[src/rtl/mau_pkg.sv]
// Shared types and helpers for the MEM-stage load/store unit.
// Operation encodings, FSM states, access sizes and lane widths.
package mau_pkg;

   localparam int unsigned ByteW  = 8;
   localparam int unsigned HalfW  = 16;
   localparam int unsigned WordW  = 32;
   localparam int unsigned DwordW = 64;

   typedef enum logic [2:0] {
      OpLb  = 3'd0,
      OpLbu = 3'd1,
      OpLh  = 3'd2,
      OpLhu = 3'd3,
      OpLw  = 3'd4,
      OpSb  = 3'd5,
      OpSh  = 3'd6,
      OpSw  = 3'd7
   } mau_op_t;

   typedef enum logic [1:0] {
      StIdle = 2'd0,
      StRd   = 2'd1,
      StWr   = 2'd2,
      StResp = 2'd3
   } mau_state_t;

   typedef enum logic [1:0] {
      SzByte = 2'd0,
      SzHalf = 2'd1,
      SzWord = 2'd2
   } mau_size_t;

   function automatic logic op_is_store(input mau_op_t op);
      return (op == OpSb) || (op == OpSh) || (op == OpSw);
   endfunction

   function automatic logic op_is_signed(input mau_op_t op);
      return (op == OpLb) || (op == OpLh);
   endfunction

   function automatic mau_size_t op_size(input mau_op_t op);
      mau_size_t sz;
      case (op)
         OpLb, OpLbu, OpSb: sz = SzByte;
         OpLh, OpLhu, OpSh: sz = SzHalf;
         default:           sz = SzWord;
      endcase
      return sz;
   endfunction

endpackage

[src/rtl/mau_lane_merge.sv]
// Combinational lane logic: merges store data into a doubleword and
// extracts/extends load data from it, little-endian lanes.
module mau_lane_merge
   import mau_pkg::*;
#(
   parameter int unsigned DATA_W = 32
) (
   input  logic [DwordW-1:0] old_dw,
   input  logic [DATA_W-1:0] data,
   input  mau_size_t         size,
   input  logic [2:0]        lane,
   input  logic              sign_ext,
   output logic [DwordW-1:0] new_dw,
   output logic [DATA_W-1:0] load_data
);

   logic [5:0]        shift;
   logic [DATA_W-1:0] mask;
   logic [ByteW-1:0]  byte_sel;
   logic [HalfW-1:0]  half_sel;
   logic [WordW-1:0]  word_sel;

   assign shift    = {lane, 3'b000};
   assign byte_sel = old_dw[shift +: ByteW];
   assign half_sel = old_dw[shift +: HalfW];
   assign word_sel = old_dw[shift +: WordW];

   always_comb begin
      mask      = '0;
      load_data = '0;
      unique case (size)
         SzByte: begin
            mask[ByteW-1:0] = '1;
            load_data = {{(DATA_W-ByteW){sign_ext & byte_sel[ByteW-1]}}, byte_sel};
         end
         SzHalf: begin
            mask[HalfW-1:0] = '1;
            load_data = {{(DATA_W-HalfW){sign_ext & half_sel[HalfW-1]}}, half_sel};
         end
         SzWord: begin
            mask      = '1;
            load_data = word_sel;
         end
         default: ;
      endcase
   end

   // Clear the selected lanes of the old doubleword, then OR in the shifted data.
   assign new_dw = (old_dw & ~({{(DwordW-DATA_W){1'b0}}, mask} << shift))
                 | ({{(DwordW-DATA_W){1'b0}}, data & mask} << shift);

endmodule

[src/rtl/mem_access_unit.sv]
// MIPS32 MEM-stage load/store unit onto a 64-bit memory port (read-modify-write stores).
// Optional MAU_MISALIGN_TRAP_EN: misaligned halfword/word requests return an error without access.
module mem_access_unit
   import mau_pkg::*;
#(
   parameter int unsigned ADDR_W = 32,
   parameter int unsigned DATA_W = 32
) (
   input  logic              clk,
   input  logic              reset,
   input  logic              req_valid,
   output logic              req_ready,
   input  mau_op_t           req_op,
   input  logic [ADDR_W-1:0] req_addr,
   input  logic [DATA_W-1:0] req_wdata,
   output logic              resp_valid,
   input  logic              resp_ready,
   output logic [DATA_W-1:0] resp_rdata,
   output logic              resp_err,
   output logic [DwordW-1:0] mem_addr,
   output logic              mem_we,
   output logic [DwordW-1:0] mem_wdata,
   input  logic [DwordW-1:0] mem_rdata,
   input  logic              mem_err
);

   mau_state_t        state_q;
   logic              store_q;
   logic              sign_q;
   mau_size_t         size_q;
   logic [2:0]        lane_q;
   logic [DATA_W-1:0] wdata_q;

   logic              req_ready_q;
   logic              resp_valid_q;
   logic [DATA_W-1:0] resp_rdata_q;
   logic              resp_err_q;
   logic [DwordW-1:0] mem_addr_q;
   logic              mem_we_q;
   logic [DwordW-1:0] mem_wdata_q;

   mau_size_t         req_size;
   logic [ADDR_W-1:0] req_addr_al;
   logic              trap;
   logic [DwordW-1:0] merged_dw;
   logic [DATA_W-1:0] load_data;

   assign req_size = op_size(req_op);

   always_comb begin
      req_addr_al = req_addr;
      if (req_size == SzHalf) req_addr_al[0] = 1'b0;
      if (req_size == SzWord) req_addr_al[1:0] = 2'b00;
   end

`ifdef MAU_MISALIGN_TRAP_EN
   assign trap = ((req_size == SzHalf) && req_addr[0]) ||
                 ((req_size == SzWord) && (req_addr[1:0] != 2'b00));
`else
   assign trap = 1'b0;
`endif

   mau_lane_merge #(
      .DATA_W (DATA_W)
   ) u_lane_merge (
      .old_dw    (mem_rdata),
      .data      (wdata_q),
      .size      (size_q),
      .lane      (lane_q),
      .sign_ext  (sign_q),
      .new_dw    (merged_dw),
      .load_data (load_data)
   );

   always_ff @(posedge clk) begin
      if (!reset) begin
         state_q      <= StIdle;
         store_q      <= 1'b0;
         sign_q       <= 1'b0;
         size_q       <= SzByte;
         lane_q       <= '0;
         wdata_q      <= '0;
         req_ready_q  <= 1'b1;
         resp_valid_q <= 1'b0;
         resp_rdata_q <= '0;
         resp_err_q   <= 1'b0;
         mem_addr_q   <= '0;
         mem_we_q     <= 1'b0;
         mem_wdata_q  <= '0;
      end else begin
         unique case (state_q)
            StIdle: begin
               if (req_valid) begin
                  store_q     <= op_is_store(req_op);
                  sign_q      <= op_is_signed(req_op);
                  size_q      <= req_size;
                  lane_q      <= req_addr_al[2:0];
                  wdata_q     <= req_wdata;
                  req_ready_q <= 1'b0;
                  if (trap) begin
                     state_q      <= StResp;
                     resp_valid_q <= 1'b1;
                     resp_err_q   <= 1'b1;
                     resp_rdata_q <= '0;
                  end else begin
                     state_q    <= StRd;
                     mem_addr_q <= {{(DwordW-ADDR_W){1'b0}}, req_addr_al[ADDR_W-1:3], 3'b000};
                  end
               end
            end
            StRd: begin
               if (!store_q) begin
                  state_q      <= StResp;
                  resp_valid_q <= 1'b1;
                  resp_rdata_q <= load_data;
                  resp_err_q   <= mem_err;
                  mem_addr_q   <= '0;
               end else if (mem_err) begin
                  // Failed read: the merge base is unknown, so the write is dropped.
                  state_q      <= StResp;
                  resp_valid_q <= 1'b1;
                  resp_rdata_q <= '0;
                  resp_err_q   <= 1'b1;
                  mem_addr_q   <= '0;
               end else begin
                  state_q     <= StWr;
                  mem_we_q    <= 1'b1;
                  mem_wdata_q <= merged_dw;
               end
            end
            StWr: begin
               state_q      <= StResp;
               mem_we_q     <= 1'b0;
               mem_wdata_q  <= '0;
               mem_addr_q   <= '0;
               resp_valid_q <= 1'b1;
               resp_rdata_q <= '0;
               resp_err_q   <= 1'b0;
            end
            StResp: begin
               if (resp_ready) begin
                  state_q      <= StIdle;
                  resp_valid_q <= 1'b0;
                  resp_rdata_q <= '0;
                  resp_err_q   <= 1'b0;
                  req_ready_q  <= 1'b1;
               end
            end
            default: state_q <= StIdle;
         endcase
      end
   end

   // Outputs are forced low while reset is held so an in-flight write cannot commit.
   assign req_ready  = req_ready_q & reset;
   assign resp_valid = resp_valid_q & reset;
   assign resp_rdata = resp_rdata_q & {DATA_W{reset}};
   assign resp_err   = resp_err_q & reset;
   assign mem_addr   = mem_addr_q & {DwordW{reset}};
   assign mem_we     = mem_we_q & reset;
   assign mem_wdata  = mem_wdata_q & {DwordW{reset}};

endmodule

[config.mk]
export PLATFORM = sky130hd
export DESIGN_NAME = mem_access_unit
export DESIGN_NICKNAME = d
export VERILOG_FILES = /design/src/rtl/mau_pkg.sv /design/src/rtl/mau_lane_merge.sv /design/src/rtl/mem_access_unit.sv
export SDC_FILE = /design/constraint.sdc
export NUM_CORES = 1
export LEC_CHECK = 0
export CAP_MARGIN = 20
export CORE_UTILIZATION = 40
export CTS_BUF_LIST = sky130_fd_sc_hd__clkbuf_8 sky130_fd_sc_hd__clkbuf_16
export CTS_CLUSTER_DIAMETER = 100
export CTS_CLUSTER_SIZE = 16
export DETAILED_ROUTE_END_ITERATION = 6
export PLACE_DENSITY = 0.68
export REMOVE_ABC_BUFFERS = 1
export SLEW_MARGIN = 20
export SYNTH_ARGS = -nofsm -noshare
export SYNTH_HDL_FRONTEND = slang
export SYNTH_SLANG_ARGS = --single-unit
[constraint.sdc]
create_clock -name clk -period 2.1 [get_ports clk]
set_input_delay 0.315 -clock clk [delete_from_list [all_inputs] [get_ports clk]]
set_output_delay 0.315 -clock clk [all_outputs]
set_load 0.05 [all_outputs]
# Word-level counts from Yosys, hierarchy flattened
# Cells that the tools add are included.
# totals
wordCells	104
inputBits	136
regBits	205
out_inout_bits	164
# classes
bitwise_logic	14
n_reduce_logical	19
n_mux	35
n_eq_ne	18
shift	5
# op_table
cell	n
$mux W64	5
$and A64 B64 Y64	3
$pmux W32 S3	2
$pmux W64 S3	1
$pmux W64 S2	1
$shl A32 B6 Y64	2
$mux W32	3
$and A32 B32 Y32	2
$not A64 Y64	1
$or A64 B64 Y64	1
$shiftx A64 B7 Y16	1
$shiftx A64 B7 Y32	1
$shiftx A64 B7 Y8	1
$mux W16	1
$mux W8	2
$reduce_and A3 Y1	4
$mux W1	11
$eq A3 B3 Y1 const B	3
$reduce_or A3 Y1	3
$eq A2 B2 Y1 const B	4
$ne A2 B2 Y1 const B	4
$pmux W2 S4	1
$and A1 B1 Y1	6
$eq A2 B1 Y1 const B	3
15 further kinds	25

# Logic depth before layout (Yosys ltp)
# depth
depth_word	10
mapped_depth	9
depth_no_buf	7

# Modules after synthesis
# From an unflattened synthesis, not the netlist that was laid out.
# unflattened
cells_unflattened	1295
hier_area_um2	10780.3
# by_module_without_submodules
module	instances	seq_area_each_um2	cells_each	area_each_um2
mem_access_unit	1	3403.3	796	7056.8
mau_lane_merge	1	0.0	499	3723.6

# Worst setup path before layout
# OpenSTA, ideal clock, no wires.
# synth_path
path_kind	register to register
start	reg state_q[0]
end	reg mem_addr_q[20]
path_buffers	3
t_required_ns	2.026
synth_period_minus_slack_ns	1.983
path_stages_with_launch	10
setup_slack_ns	0.117
t_arrival_ns	1.909
setup_ns	0.074
path_cell_list	dfxtp_1 > inv_1 > ha_1 > clkbuf_1 > nor2b_1 > nor3_1 > clkbuf_1 > buf_1 > nand3_1 > o21ai_0
# synth_via
elab_chain_cells	3
word_cells_on_any_way	8
cone_classes	eq/ne (4); mux (1); reduce/logical (3)
# synth_rtl
item	line_no	text
start, declared	mem_access_unit.sv:27	mau_state_t state_q;
start signal, assigned	mem_access_unit.sv:77	state_q <= StIdle;
start signal, assigned	mem_access_unit.sv:101	state_q <= StResp;
start signal, assigned	mem_access_unit.sv:106	state_q <= StRd;
$eq A2 B1 Y1 (tied with other cells)	mem_access_unit.sv:91	unique case (state_q)
$ne A3 B3 Y1 (no line) (tied with other cells)	n/a	
$reduce_and A3 Y1 (no line)	n/a	
end signal, assigned	mem_access_unit.sv:107	mem_addr_q <= {{(DwordW-ADDR_W){1'b0}}, req_addr_al[ADDR_W-1:3], 3'b000};
end, declared	mem_access_unit.sv:38	logic [DwordW-1:0] mem_addr_q;
# Parallel ways exist; a longest one is shown, timed or not.
# A chain may end at the register's enable or synchronous reset.

# Worst setup path after layout
# layout_path
start	reg state_q[0]
end	reg mem_wdata_q[37]
# layout_via
elab_chain_cells	3
word_cells_on_any_way	7
cone_classes	eq/ne (4); mux (1); reduce/logical (2)
# layout_rtl
item	line_no	text
$eq A2 B1 Y1 or $eq A2 B2 Y1 (tied branches)	mem_access_unit.sv:91	
$ne A2 B2 Y1 (no line) or $reduce_bool A2 Y1 (tied branches)	n/a	
$reduce_and A3 Y1 (no line)	n/a	
end signal, assigned	mem_access_unit.sv:128	mem_wdata_q <= merged_dw;
end, declared	mem_access_unit.sv:40	logic [DwordW-1:0] mem_wdata_q;
# Parallel ways exist; a longest one is shown, timed or not.

==> results by group <==
Synth
  – Sequential area share after synthesis: 34.0%
  – Synth Cell Area: 10000 sq um
  – EDFF count, synth: 0
  – Synth unique cells: 61
  – Syn_area_per_cell: approximately 8.4 sq um
  – Synth warn: 0
  – Flop and latch count out of synthesis: 170
  – Top-area cell type share of the netlist area: 34.0%
  – Dominant synthesized flop cell: dfxtp_1
  – Ys async rst share: 0%
  – Top area cells in the synthesized netlist: dfxtp_1, and2_1, nand2_1
  – Post-synth top area cell: dfxtp_1
  – Gate count after technology mapping: 1196
  – Commonest cells in the netlist: dfxtp_1, nand2_1, and2_1
  – Most frequent cell after synthesis: dfxtp_1

Flow run
  – Max-cap viol count: 0

Outcome
  – Status: finished, final reports clean

GRT
  – Total gr overflow: 0
  – Initial antenna violation count: 0
  – Vias in the first global route: about 10000
  – GRT Util Overall: 29.1%
  – Pin count of the biggest net entering global routing: a little over 80
  – First-pass GRT wire length: between 50000 and 60000 um

Clocking
  – CTS tree: built
  – Clk_lat worst skew: 440 ps
  – CTS Sinks: 170
  – Clk root buf: clkbuf_16
  – Total CTS buffers: 17
  – Clock tree buffer depth: 2
  – Reg clk slew, reported paths: 70 ps
  – CTS H-tree lvls: 4

Die
  – Die area: 25700 sq um
  – I/O pins: 300
  – Std-Cell Rows: 57
  – Core Box Area: 24500 sq um
  – Die Y: between 150 and 200 um
  – Chip width: 160 um
  – Initial Util: 40.9%

Timing
  – RSZ-0062 raised after global routing: no
  – Max Clk Rate: 497 MHz
  – Final setup TNS: 0 ps
  – Final Cycle Share: 95.9%
  – Final hold violations: 0
  – Layout Skew: 14.1 ps
  – Max transition margin: 62.2%
  – Worst hold slack: 289 ps
  – Setup violators final: 0
  – Worst-margin pin slew: ~570 ps
  – Final Max Tran Viols: 0
  – Post-route minimum period: 2010 ps

Power
  – Lkg Pwr: between 5 and 6 nW
  – Tot Pwr: around 0.013 W
  – P per Cell Area: 859 nW/um^2
  – Worst VDD drop: 0.665 mV

Worst setup path
  – Startpoint Class: flip-flop
  – Largest stage delay, worst path: 390 ps
  – Setup CP Type: reg2reg
  – Worst Path Arrival: 2350 ps
  – Crit-path max FO: 4
  – CP required: 2440 ps
  – Buf/Inv on CP: 2
  – Critical path cell sequence: inv_1, ha_1, nand2b_2, or2_2, a211oi_2, buf_4, a22oi_1, o31ai_1
  – CP Capture Type: flip-flop
  – Crit-path leading delay family: simple AND/OR/NAND/NOR gates
  – CP max stage cell: or2_2

Layout
  – Area Overhead vs Synth: 52.1%
  – Fin cells: 1793
  – Share of layout cells above drive strength 1: 22.1%
  – Antenna Diode Count: 0
  – Post-route design area: 15200 sq um
  – Final #Nets: roughly 1600

Detailed routing
  – Post-DR wirelength/cell: roughly 21 um
  – Starting DRC count in detailed routing: 1190
  – DR DRC count: 0
  – WL final: approximately 37000 um
  – Via/cell ratio: around 5.8
  – DR vias: 10400
  – DRT Pass-1 Iters: 7
  – Final ANT Viol Nets: 0

Placement
  – Dpl cell area: around 15000 sq um
  – IO Port Bufs: 264
  – Gpl congestion: 0.956
  – Detailed Place HPWL: 28000 um
  – DP Cell Count: 1762

Min path
  – HP Class: in2reg
final timing paths:
check | from | end | slack (ps) | cells past startpoint
setup / recovery | state_q[0] | mem_wdata_q[37] | 90 | 8
hold / removal | reset | resp_err_q | 290 | 3
setup reg to reg | state_q[0] | mem_wdata_q[37] | 90 | 8
hold reg to reg | mem_addr_q[9] | mem_addr_q[9] | 490 | 2
flip-flops by register name (all words and copies together), names as in the netlist:
signal,cells
resp_rdata_q,32
store_q,1
wdata_q,32
sign_q,1
size_q,2
resp_err_q,1
resp_valid_q,1
mem_wdata_q,64
req_ready_q,1
state_q,2
lane_q,3
mem_we_q,1
mem_addr_q,29
worst reg2reg max path: stages, from the launching register on:
cell and delay (ps):
dfxtp_1 370, inv_1 90, ha_1 250, nand2b_2 240, or2_2 390, a211oi_2 210
buf_4 190, a22oi_1 70, o31ai_1 90
routing by layer:
layer,GRT usage (%),wire length (um),up-vias
li1,-,-,4729
met1,36.9,14600,4892
met2,47.4,17500,650
met3,6.60,3810,99
met4,12.8,1470,0
met5,0,0,-
power by group:
group	internal (W)	switching, W
clock	0.00165	0.00147
combinational	0.00240	0.00353
sequential	0.00373	0.000301
total	0.00778	0.00530
logic make-up after synthesis:
| group | share of synthesized area (%) |
|---|---|
| buffers and inverters | 8.60 |
| xor gates and xnor gates | 0.0875 |
| and+or+nand+nor | 20.3 |
| adders and majority gates | 1.00 |
| AOI/OAI and AO/OA | 24.1 |
| other | 0.0375 |
| muxes | 12.0 |
| DFF | 34.0 |
final cells by class:
| type | instances | area (sq um) |
|---|---|---|
| well taps | 324 | 405 |
| clock buffers | 17 | 425 |
| clock inverters | 14 | 138 |
| multi-input cells | 883 | 5960 |
| fillers | 2045 | 9240 |
| repair buffers | 345 | 4740 |
| inverters | 40 | 150 |
| flip-flops and latches | 170 | 3410 |
per-stage QoR:
step	utilization (%)	setup WS, ps
5_1_grt	62.2	6.85
4_1_cts	62.0	6.57
3_3_place_gp	59.7	-98.7
6_report	62.2	85.9
2_1_floorplan	-	-2390
3_5_place_dp	59.7	-126
what timing repair did:
| action | in CTS | in global routing |
|---|---|---|
| setup buffers | 0 | 0 |
| setup endpoints to repair | 31 | 38 |
| endpoints found under the hold margin | 0 | 0 |
| gates cloned | 0 | 0 |
| resized for setup | 3 | 11 |
| hold buffers | 0 | 0 |
placed cells by master (no fill, tap or decap), types with 9 or more instances in the layout:
| cell | n |
|---|---|
| a211oi_1 | 10 |
| a21oi_1 | 84 |
| a22o_1 | 9 |
| a22oi_1 | 45 |
| and2_1 | 102 |
| buf_12 | 145 |
| buf_4 | 66 |
| clkbuf_16 | 17 |
| clkdlybuf4s50_1 | 134 |
| conb_1 | 35 |
| dfxtp_1 | 166 |
| inv_1 | 39 |
| mux2_2 | 16 |
| mux2i_1 | 55 |
| mux4_2 | 20 |
| nand2_1 | 168 |
| nand2b_1 | 15 |
| nand3_1 | 47 |
| nand3b_1 | 10 |
| nor2_1 | 42 |
| o211ai_1 | 14 |
| o211ai_2 | 10 |
| o21ai_0 | 35 |
| o2bb2ai_1 | 64 |
Note: power is estimated with default switching activity, not from simulation.
